**config.mk**
```make
export PLATFORM = sky130hd
export DESIGN_NAME = prefix_subtractor_seq
export DESIGN_NICKNAME = d
export VERILOG_FILES = /design/src/rtl/prefix_subtractor_seq.sv
export SDC_FILE = /design/constraint.sdc
export NUM_CORES = 1
export LEC_CHECK = 0
export CAP_MARGIN = 20
export CORE_MARGIN = 8
export CORE_UTILIZATION = 45
export DETAILED_ROUTE_END_ITERATION = 7
export HOLD_SLACK_MARGIN = 0.15
export PLACE_DENSITY = 0.72
export SLEW_MARGIN = 5
export SYNTH_ARGS = -nofsm -noshare
export SYNTH_HDL_FRONTEND = slang
export SYNTH_SLANG_ARGS = --single-unit
```
**constraint.sdc**
```tcl
create_clock -name clk -period 12.4 [get_ports clk]
set_clock_uncertainty 0.15 [all_clocks]
set_input_delay 3.1 -clock clk [delete_from_list [all_inputs] [get_ports clk]]
set_output_delay 3.1 -clock clk [all_outputs]
set_load 0.03 [all_outputs]
```
**src/rtl/prefix_subtractor_seq.sv**
```systemverilog
// prefix_subtractor_seq
// Multi-cycle subtractor: diff = a - b (mod 2^WIDTH), one CHUNK-bit slice per
// cycle, LSB slice first. Each slice evaluates a + ~b + carry through a
// Brent-Kung prefix carry network. The slice carry-out is held in a flop and
// feeds the next slice.
//
// Ports:
//   clk        rising-edge clock
//   rst_n      asynchronous active-low reset
//   in_valid   operands a/b valid
//   in_ready   block can accept operands (IDLE only)
//   a, b       minuend / subtrahend, WIDTH bits
//   out_valid  result valid, held until out_ready
//   out_ready  consumer accepts result
//   diff       a - b mod 2^WIDTH
//   borrow     1 when unsigned a < b
//   zero       1 when diff == 0
//   ovf        signed two's-complement overflow
module prefix_subtractor_seq #(
  parameter int WIDTH = 32,
  parameter int CHUNK = 8
) (
  input  logic             clk,
  input  logic             rst_n,
  input  logic             in_valid,
  output logic             in_ready,
  input  logic [WIDTH-1:0] a,
  input  logic [WIDTH-1:0] b,
  output logic             out_valid,
  input  logic             out_ready,
  output logic [WIDTH-1:0] diff,
  output logic             borrow,
  output logic             zero,
  output logic             ovf
);

  localparam int NCH  = WIDTH / CHUNK;
  localparam int IDXW = (NCH > 1) ? $clog2(NCH) : 1;
  localparam logic [IDXW-1:0] LAST_IDX = IDXW'(NCH - 1);

  generate
    if ((WIDTH % CHUNK) != 0) begin : g_bad_width
      $error("prefix_subtractor_seq: WIDTH must be a multiple of CHUNK");
    end
    if ((CHUNK < 2) || (CHUNK > WIDTH) || ((CHUNK & (CHUNK - 1)) != 0)) begin : g_bad_chunk
      $error("prefix_subtractor_seq: CHUNK must be a power of two in 2..WIDTH");
    end
  endgenerate

  typedef enum logic [1:0] {
    IDLE = 2'd0,
    CALC = 2'd1,
    DONE = 2'd2
  } state_t;

  // One slice of x + ~y + cin. Returns {carry_out, sum}.
  // The incoming carry is the generate term at position -1; it is folded into
  // bit 0 so the tree itself runs over exactly CHUNK (power-of-two) positions.
  function automatic logic [CHUNK:0] bk_slice_sub(input logic [CHUNK-1:0] x,
                                                  input logic [CHUNK-1:0] y,
                                                  input logic             cin);
    logic [CHUNK-1:0] p;
    logic [CHUNK-1:0] g;
    logic [CHUNK-1:0] gg;
    logic [CHUNK-1:0] pp;
    logic [CHUNK-1:0] sum;
    p     = x ^ ~y;
    g     = x & ~y;
    gg    = g;
    pp    = p;
    gg[0] = g[0] | (p[0] & cin);
    // Up-sweep: combine pairs at doubling distance; the top of each span
    // ends up holding the prefix of that span.
    for (int d = 1; d < CHUNK; d = d * 2) begin
      for (int i = 2 * d - 1; i < CHUNK; i = i + 2 * d) begin
        gg[i] = gg[i] | (pp[i] & gg[i - d]);
        pp[i] = pp[i] & pp[i - d];
      end
    end
    // Down-sweep: fill in the remaining prefixes from the completed ones.
    for (int d = CHUNK / 4; d >= 1; d = d / 2) begin
      for (int i = 3 * d - 1; i < CHUNK; i = i + 2 * d) begin
        gg[i] = gg[i] | (pp[i] & gg[i - d]);
        pp[i] = pp[i] & pp[i - d];
      end
    end
    sum[0] = p[0] ^ cin;
    for (int i = 1; i < CHUNK; i++) begin
      sum[i] = p[i] ^ gg[i - 1];
    end
    return {gg[CHUNK-1], sum};
  endfunction

  state_t           state_r;
  state_t           state_nxt_s;
  logic [WIDTH-1:0] a_r;
  logic [WIDTH-1:0] b_r;
  logic [IDXW-1:0]  idx_r;
  logic             carry_r;
  logic [WIDTH-1:0] diff_r;
  logic             borrow_r;
  logic             zero_r;
  logic             ovf_r;
  logic             in_ready_r;
  logic             out_valid_r;
  logic [CHUNK:0]   slice_res_s;
  logic [WIDTH-1:0] diff_nxt_s;

  // Current slice result and the full diff as it will look after this slice.
  always_comb begin
    slice_res_s = bk_slice_sub(a_r[int'(idx_r) * CHUNK +: CHUNK],
                               b_r[int'(idx_r) * CHUNK +: CHUNK],
                               carry_r);
    diff_nxt_s = diff_r;
    diff_nxt_s[int'(idx_r) * CHUNK +: CHUNK] = slice_res_s[CHUNK-1:0];
  end

  // Next-state logic.
  always_comb begin
    state_nxt_s = state_r;
    case (state_r)
      IDLE: begin
        if (in_valid) begin
          state_nxt_s = CALC;
        end else begin
          state_nxt_s = IDLE;
        end
      end
      CALC: begin
        if (idx_r == LAST_IDX) begin
          state_nxt_s = DONE;
        end else begin
          state_nxt_s = CALC;
        end
      end
      DONE: begin
        if (out_ready) begin
          state_nxt_s = IDLE;
        end else begin
          state_nxt_s = DONE;
        end
      end
      default: state_nxt_s = IDLE;
    endcase
  end

  // State, operand, slice datapath and output registers.
  always_ff @(posedge clk or negedge rst_n) begin
    if (!rst_n) begin
      state_r     <= IDLE;
      a_r         <= {WIDTH{1'b0}};
      b_r         <= {WIDTH{1'b0}};
      idx_r       <= {IDXW{1'b0}};
      carry_r     <= 1'b1;
      diff_r      <= {WIDTH{1'b0}};
      borrow_r    <= 1'b0;
      zero_r      <= 1'b0;
      ovf_r       <= 1'b0;
      in_ready_r  <= 1'b1;
      out_valid_r <= 1'b0;
    end else begin
      state_r     <= state_nxt_s;
      in_ready_r  <= (state_nxt_s == IDLE);
      out_valid_r <= (state_nxt_s == DONE);
      case (state_r)
        IDLE: begin
          if (in_valid) begin
            a_r     <= a;
            b_r     <= b;
            idx_r   <= {IDXW{1'b0}};
            carry_r <= 1'b1;
          end
        end
        CALC: begin
          diff_r  <= diff_nxt_s;
          carry_r <= slice_res_s[CHUNK];
          if (idx_r == LAST_IDX) begin
            // Flags come from the completed result, including this last slice.
            borrow_r <= ~slice_res_s[CHUNK];
            zero_r   <= (diff_nxt_s == {WIDTH{1'b0}});
            ovf_r    <= (a_r[WIDTH-1] ^ b_r[WIDTH-1]) & (diff_nxt_s[WIDTH-1] ^ a_r[WIDTH-1]);
          end else begin
            idx_r <= idx_r + IDXW'(1);
          end
        end
        default: begin
        end
      endcase
    end
  end

  assign in_ready  = in_ready_r;
  assign out_valid = out_valid_r;
  assign diff      = diff_r;
  assign borrow    = borrow_r;
  assign zero      = zero_r;
  assign ovf       = ovf_r;

endmodule

```
---- Word-level counts from Yosys, hierarchy flattened ----
Cells that the tools add are included.
word-level totals
  bits in registers ....................... 106
  input bits .............................. 68
  output and inout port bits .............. 37
  word-level logic and storage cells ...... 84
operators by class
  add/subtract/negate cells ............... 2
  eq/ne operators ......................... 6
  shifts and indexed selects .............. 4
  muxes and demuxes ....................... 10
  bitwise gates (word level) .............. 43
  reduce and logical (&&, ||, !) cells .... 8
operators with widths
  cell                                                   count
  indexed part select 32 x 6 -> 8 bit                    2
  negator 5 -> 33 bit                                    1
  variable shift 8 x 33 -> 32 bit, first input constant  1
  indexed part select 8 x 33 -> 32 bit                   1
  bitwise mux 32 bit                                     1
  logical NOT 32 bit                                     1
  bitwise AND 1 bit                                      17
  OR 1 bit                                               12
  bitwise XOR 1 bit                                      10
  bitwise AND 8 bit                                      1
  2-to-1 mux 2 bit                                       4
  NOT 8 bit                                              1
  bitwise XOR 8 bit                                      1
  == test 2 bit, second input constant                   3
  case mux 2 bit (3 select lines)                        1
  AND reduction 2 bit                                    3
  logical NOT 2 bit                                      2
  inequality test 2 bit, second input constant           2
  case mux 2 bit (2 select lines)                        1
  AND reduction 3 bit                                    1
  adder 2 x 1 -> 2 bit, second input constant            1
  == test 2 x 1 -> 1 bit, second input constant          1
  2-to-1 mux 1 bit                                       2
  case mux 1 bit (2 select lines)                        1
  2 further kinds                                        2

---- Depth between registers and ports, before layout ----
Gate-level depths: netlist (run 1).
  depth after elaboration ................. 18
  mapped depth ............................ 16

---- Worst setup path after synthesis (run 1) ----
Ideal clock, no wire load.
  path type ............................... input-to-reg
  start ................................... in in_valid
  end ..................................... reg a_r[0]
  arrival time ............................ 4110 ps
  setup slack ............................. 8015 ps
  cell stages on the path ................. 4
  path through ............................ nor3b_1 -> buf_2 -> buf_2 -> mux2_2
on the way
  longest elaborated chain between the ends .. 1
ends and longest elaborated chain
  item                           RTL line  RTL
  from (decl)                    25        input logic in_valid,
  AND reduction 2 bit (no line)  --
  to (signal assigned)           151       a_r <= {WIDTH{1'b0}};
  to (decl)                      96        logic [WIDTH-1:0] a_r;
No other way between the ends.
A chain may end at the register's enable or synchronous reset.

---- Worst setup path in the final report (run 1) ----
  start ................................... reg in_ready_r, in the netlist in_ready
  end ..................................... out in_ready
RTL lines
  item                    RTL line  RTL
  from (decl)             104       logic in_ready_r;
  from (signal assigned)  163       in_ready_r <= (state_nxt_s == IDLE);
  to (decl)               26        output logic in_ready,
No word-level cell between the ends.

==> impl_metrics.py, run 1 <==
metrics = {
    "min_path": {
        "min_path_type": "flip-flop to flip-flop",
        "min_delay_path_depth": 2,
        "whs_endpoint": "ovf",
        "hp-start": "ovf",
    },
    "sta": {
        "setup_viol": 0,
        "final_hold_viol_count": 0,
        "fin_crit_sh_pct": 38.80,
        "whs_ps": 338.3,
        "min_period_ps": 4811,
        "slew_headroom_pct": 35.43,
        "slew_viol_final": 0,
        "rsz0062_at_grt": "false",
        "setup_tns_ps": 0,
        "tightest_slew_ps": 966.6,
        "clock.fmax_mhz": 207.8,
    },
    "logic_synthesis": {
        "async_reset_ff_share_pct": 100.0,
        "synth-seq-cells": 106,
        "syn_area_sq_um": 4996,
        "synth_nets": 473,
        "yosysSeqAreaShare_pct": 53.14,
        "synth_warnings": 0,
        "syn_avg_cell_area_sq_um": 12.88,
        "synth-edff-count": 0,
        "synth_cells": 388,
        "ys.flop_type": "dfrtp_1",
        "ys_types": 45,
    },
    "global_route": {
        "first_global_vias": 3701,
        "grt_max_degree": 67,
        "grt_pass1_wl_mm": 18.59,
        "antenna_found_initial": 0,
        "grt-ovfl-total": 0,
        "grt_util_all_layers_pct": 16.00,
    },
    "critical_path": {
        "ff2ff_path_depth": 16,
        "setup.worst_path.start_class": "flip-flop",
        "cp.required_ps": 9150,
        "slowest_delay_ps": 660,
        "rrSetupSlack_ps": 7950,
        "critical_path_class": "flip-flop to output port",
        "path_cells": "clkdlybuf4s50_1",
        "critical_path.top_delay_family": "buffers and inverters",
        "crit_slowest_cell": "clkdlybuf4s50_1",
        "endpoint_kind": "output port",
        "worst-path-buf-inv": 1,
        "rr_endpoint": "zero",
        "r2r-start": "idx_r[0]",
        "path_max_fanout": 1,
        "worstPathArrival_ps": 1560,
    },
    "job": {
        "maxCapViolCount": 0,
    },
    "die": {
        "ios": 105,
        "dieArea_sq_um": 14730,
        "die_h_microns": 121.4,
        "core_sq_um": 10840,
        "start_util_pct": 46.09,
        "rows": 38,
        "die_x_microns": 121.4,
    },
    "routing": {
        "ant_nets": 0,
        "drc": 0,
        "wl_mm": 11.27,
        "avgRoutedWirePerCell_microns": 17.66,
        "vias": 3407,
        "dr.first_iter.drc_count": 214,
        "viasPerCell": 5.340,
        "first_pass_iters": 4,
    },
    "place": {
        "port_buffers": 104,
        "dp_hpwl_mm": 8.496,
        "finalWeightedCongestion": 0.8779,
    },
    "cells_and_area": {
        "num-nets-final": 578,
        "multi_input_area_sq_um": 2207,
        "drive_above_1_share_pct": 22.69,
        "area_growth_pct": 27.57,
        "fillers": 918,
        "diodes": 0,
        "seq_area_sq_um": 2655,
    },
    "outcome": {
        "outcome": "complete, no violations",
    },
    "clock_network": {
        "ctsHoldBuffers": 0,
        "cts_tree": "done",
        "cts_max_path_buffers": 2,
        "cts_made_buffers": 9,
        "ctsResizeCount": 0,
        "post_cts_buffers": 0,
        "clk_latency_ps": 360,
        "cts.sinks": 106,
        "htreeDepth": 3,
        "path_clk_slew_ps": 100,
        "cts-root-buf": "clkbuf_8",
    },
    "pwr": {
        "p_sw_w": 0.0009091,
        "p_total_w": 0.002040,
        "pwr-share-comb_pct": 60.3,
        "p_int_w": 0.001130,
        "switching_share_pct": 44.57,
        "ir_drop_v": 0.0002342,
        "clockPowerShare_pct": 10.6,
        "pwr-share-seq_pct": 29.1,
        "p_per_area_nw_per_um2": 320.0,
        "p_leak_nw": 2.651,
    },
}
-- worst max path at each step --
stage | start | endpoint | depth (start not counted) | slack, ps
floorplan | in_valid | a_r[0] | 4 | 8010
global placement | in_valid | idx_r[0] | 5 | 7250
detailed placement | in_valid | idx_r[0] | 5 | 7230
CTS | in_ready | in_ready | 1 | 7550
global route | in_valid | idx_r[0] | 5 | 7500
finish | in_ready | in_ready | 1 | 7590
-- stage by stage --
stage | area [sq um] | instances | setup slack [ps] | utilization (%)
3_3_place_gp | 6173 | 622 | 7253 | 56.95
3_5_place_dp | 6173 | 622 | 7230 | 56.95
5_1_grt | 6374 | 638 | 7501 | 58.79
6_report | 6374 | 638 | 7589 | 58.79
4_1_cts | 6374 | 638 | 7549 | 58.79
2_1_floorplan | 4996 | 388 | 8015 | -
-- area by class of cell --
type,count,share of cell area (%)
sequential,106,41.66
tap,140,2.748
multi-input combinational,250,34.63
inverter,18,1.060
timing repair buffer,108,16.76
clock inverter,7,1.197
clock buffer,9,1.943
-- cells in the mapped netlist (2+ instances only) --
master     count  area (sq um)
dfrtp_1      104          2603
mux2_2        65         732.0
nand2_1       46         172.7
o21ai_0       33         165.2
inv_1         18         67.56
mux4_2        16         360.4
ha_1          12         150.1
nor2_1        10         37.54
a21oi_1        9         45.04
buf_2          9         45.04
a31oi_1        5         31.28
fa_1           5         100.1
nor4_1         5         31.28
nor3_1         4         20.02
nand4_1        3         18.77
nor2b_1        3         18.77
nor3b_1        3         22.52
a21o_1         2         15.01
a32o_1         2         20.02
and4bb_2       2         25.02
buf_4          2         15.01
clkbuf_1       2         7.510
dfstp_2        2         52.55
nand3_1        2         10.01
nand4b_1       2         17.52
nand4bb_1      2         22.52
o31ai_1        2         15.01
-- per-layer routing --
metal,vias up,global-route usage [%],part of all wire [%]
li1,1597,-,-
met1,1687,19.71,42
met2,110,26.73,50
met3,13,4.328,6.8
met4,0,5.089,1.2
met5,-,0,0
-- power groups by stage --
| stage | logic (W) | registers (W) | clock network (W) |
|---|---|---|---|
| 6_report | 0.00123 | 0.000594 | 0.000216 |
| 5_1_grt | 0.00135 | 0.000615 | 0.000236 |
| 4_1_cts | 0.00124 | 0.000596 | 0.000224 |
| 3_5_place_dp | 0.00124 | 0.000603 | 0 |
| 3_3_place_gp | 0.00122 | 0.000593 | 0 |
| 2_1_floorplan | 0.000777 | 0.000659 | 0 |
-- sequential cells by signal, summed over array words and instances, names as in the netlist --
name       count
out_valid      1
in_ready       1
state_r        2
carry_r        1
ovf            1
b_r           32
diff          32
a_r           32
zero           1
borrow         1
idx_r          2
-- cell usage in the layout, fill, tap and decap left out, types with 3 or more instances in the layout --
cell type	instances
clkbuf_8	9
mux4_2	16
nand4_1	3
nor3_1	4
a31oi_1	5
nor4_1	5
fa_1	5
a21oi_1	9
nor2_1	10
ha_1	12
dfrtp_1	104
inv_1	18
nand2_1	46
nor2b_1	3
clkdlybuf4s50_1	103
buf_4	5
o21ai_0	33
mux2_2	65
-- tightest hold or removal path: cells and delay by family (launching register included) --
kind | cells | cell delay [ps]
AO/OA/AOI/OAI | 1 | 60
flip-flops | 1 | 360
AND/OR/NAND/NOR | 1 | 40
-- logic make-up (layout without fill, tap and decap cells) --
kind of cell | after synthesis | count (layout) | share of synthesized area, %
simple gates | 88 | 88 | 8.741
xor+xnor | 4 | 4 | 1.002
mux | 81 | 81 | 21.86
flops | 106 | 106 | 53.14
fa+ha+maj | 17 | 17 | 5.009
compound gates | 60 | 60 | 7.463
buf+inv | 32 | 142 | 2.780
Power figures use the tool's default switching activity.
==> inputs of run 2 (changes only) <==
--- a/config.mk
+++ b/config.mk
@@ -10,7 +10,7 @@
 export CORE_UTILIZATION = 45
 export DETAILED_ROUTE_END_ITERATION = 7
 export HOLD_SLACK_MARGIN = 0.15
-export PLACE_DENSITY = 0.72
+export PLACE_DENSITY = 0.75
 export SLEW_MARGIN = 5
 export SYNTH_ARGS = -nofsm -noshare
 export SYNTH_HDL_FRONTEND = slang
==> constraint.sdc (replaced) <==
create_clock -name clk -period 4.4 [get_ports clk]
set_clock_uncertainty 0.15 [all_clocks]
set_input_delay 1.1 -clock clk [delete_from_list [all_inputs] [get_ports clk]]
set_output_delay 1.1 -clock clk [all_outputs]
set_load 0.03 [all_outputs]
==> impl_metrics.py, run 2 (synthesis gave the netlist of run 1 again) <==
metrics = {
    "die": {
        "ios": 105,
        "rows": 38,
        "dieArea_sq_um": 14730,
        "die_x_microns": 121.4,
        "die_h_microns": 121.4,
        "core_sq_um": 10840,
        "start_util_pct": 46.09,
    },
    "critical_path": {
        "path_max_fanout": 9,
        "worst-path-buf-inv": 1,
        "ff2ff_path_depth": 13,
        "path_cells": "buf_4 > mux4_2 > fa_1 > a21o_1 > a21oi_1 > o21bai_1 > a21oi_1 > fa_1 > xor2_2 > nand2_2 > a2111oi_4 > nand4_1 > o31ai_2",
        "critical_path_depth": 13,
        "startpoint": "idx_r[0]",
        "rrSetupSlack_ps": 360,
        "crit_slowest_cell": "mux4_2",
        "r2r-start": "idx_r[0]",
        "slowest_delay_ps": 540,
        "rr_endpoint": "zero",
        "cp.required_ps": 4530,
        "crit_path_end": "zero",
        "setup.worst_path.start_class": "flip-flop",
        "worstPathArrival_ps": 4170,
        "endpoint_kind": "flip-flop",
        "critical_path_class": "flip-flop to flip-flop",
        "critical_path.top_delay_family": "compound AO/OA/AOI/OAI gates",
    },
    "clock_network": {
        "htreeDepth": 3,
        "ctsResizeCount": 0,
        "post_cts_buffers": 0,
        "cts_tree": "done",
        "cts.sinks": 106,
        "path_clk_slew_ps": 100,
        "cts_max_path_buffers": 2,
        "cts-root-buf": "clkbuf_8",
        "cts_made_buffers": 9,
        "clk_latency_ps": 370,
        "ctsHoldBuffers": 0,
    },
    "sta": {
        "setup_tns_ps": 0,
        "clock.fmax_mhz": 247.7,
        "slew_viol_final": 0,
        "setup_viol": 0,
        "tightest_slew_ps": 913.6,
        "fin_crit_sh_pct": 91.76,
        "whs_ps": 356.7,
        "min_period_ps": 4037,
        "final_hold_viol_count": 0,
        "slew_headroom_pct": 38.97,
        "rsz0062_at_grt": "false",
    },
    "place": {
        "postPlaceCellArea_sq_um": 6208,
        "dp_hpwl_mm": 9.225,
        "finalWeightedCongestion": 0.8601,
        "port_buffers": 104,
    },
    "outcome": {
        "outcome": "complete, no violations",
    },
    "routing": {
        "vias": 3463,
        "ant_nets": 0,
        "viasPerCell": 5.402,
        "first_pass_iters": 4,
        "drc": 0,
        "avgRoutedWirePerCell_microns": 18.45,
        "dr.first_iter.drc_count": 279,
        "wl_mm": 11.83,
    },
    "min_path": {
        "min_path_type": "flip-flop to flip-flop",
    },
    "pwr": {
        "ir_drop_v": 0.0007148,
        "p_leak_nw": 2.660,
        "p_per_area_nw_per_um2": 896.1,
    },
    "global_route": {
        "grt_pass1_wl_mm": 19.22,
        "antenna_found_initial": 0,
        "grt-ovfl-total": 0,
        "grt_max_degree": 67,
        "grt_util_all_layers_pct": 16.48,
        "first_global_vias": 3745,
    },
    "job": {
        "maxCapViolCount": 0,
    },
    "cells_and_area": {
        "num-nets-final": 581,
        "area_growth_pct": 27.92,
        "most-common-layout-cells": "dfrtp_1 (104), clkdlybuf4s50_1 (103), mux2_2 (65)",
        "final_common_cell": "dfrtp_1",
        "diodes": 0,
        "drive_above_1_share_pct": 23.15,
        "final_cell_area_sq_um": 6391,
    },
}
==> run 2: changes by cell type in the layout (fill, tap and decap cells not counted) <==
cell       delta
buf_12        +1
bufinv_16     -1
buf_4         +2
clkinv_4      +2
clkinv_2      -1
==> run 2: worst min path at each step <==
stage	from	endpoint	slack [ps]	cells after the start
3_5_place_dp	ovf	ovf	340	2
5_1_grt	a_r[24]	a_r[24]	380	1
6_report	ovf	ovf	360	2
4_1_cts	ovf	ovf	370	2
3_3_place_gp	ovf	ovf	310	2
2_1_floorplan	a_r[16]	a_r[16]	330	1
==> run 2: metrics by stage <==
| step | worst slack (ps) | power (W) | utilization, % | cells |
|---|---|---|---|---|
| after floorplan | 344.1 | 0.004047 | - | 388 |
| after detailed placement | 378.9 | 0.005181 | 57.27 | 625 |
| after global placement | 509.1 | 0.005071 | 57.27 | 625 |
| after global routing | 103.2 | 0.006123 | 58.96 | 641 |
| after CTS | 343.9 | 0.005743 | 58.96 | 641 |
| final | 362.6 | 0.005727 | 58.96 | 641 |
==> run 2: final cells by class <==
class,instances,area [sq um]
fillers,895,4449
flip-flops and latches,106,2655
multi-input cells,250,2207
repair buffers,111,1104
well taps,140,175.2
clock buffers,9,123.9
inverters,18,67.56
clock inverters,7,58.81
==> run 2: per-layer routing <==
layer	GRT usage [%]	vias up	wire length, microns
met4	5.628	0	165
met1	20.98	1707	5041
met3	4.374	18	834
met5	0	-	0
li1	-	1618	-
met2	26.62	120	5784
==> run 2: power by group <==
part           switching [W]  internal [W]  total, W
clock               0.000346      0.000215  0.000561
sequential          0.000279       0.00142   0.00170
combinational        0.00195       0.00151   0.00346
==> run 2: tightest hold or removal path, stage by stage, from the launching register on <==
cell and delay, ps:
dfrtp_1 370, nand2_1 50, o21ai_0 60
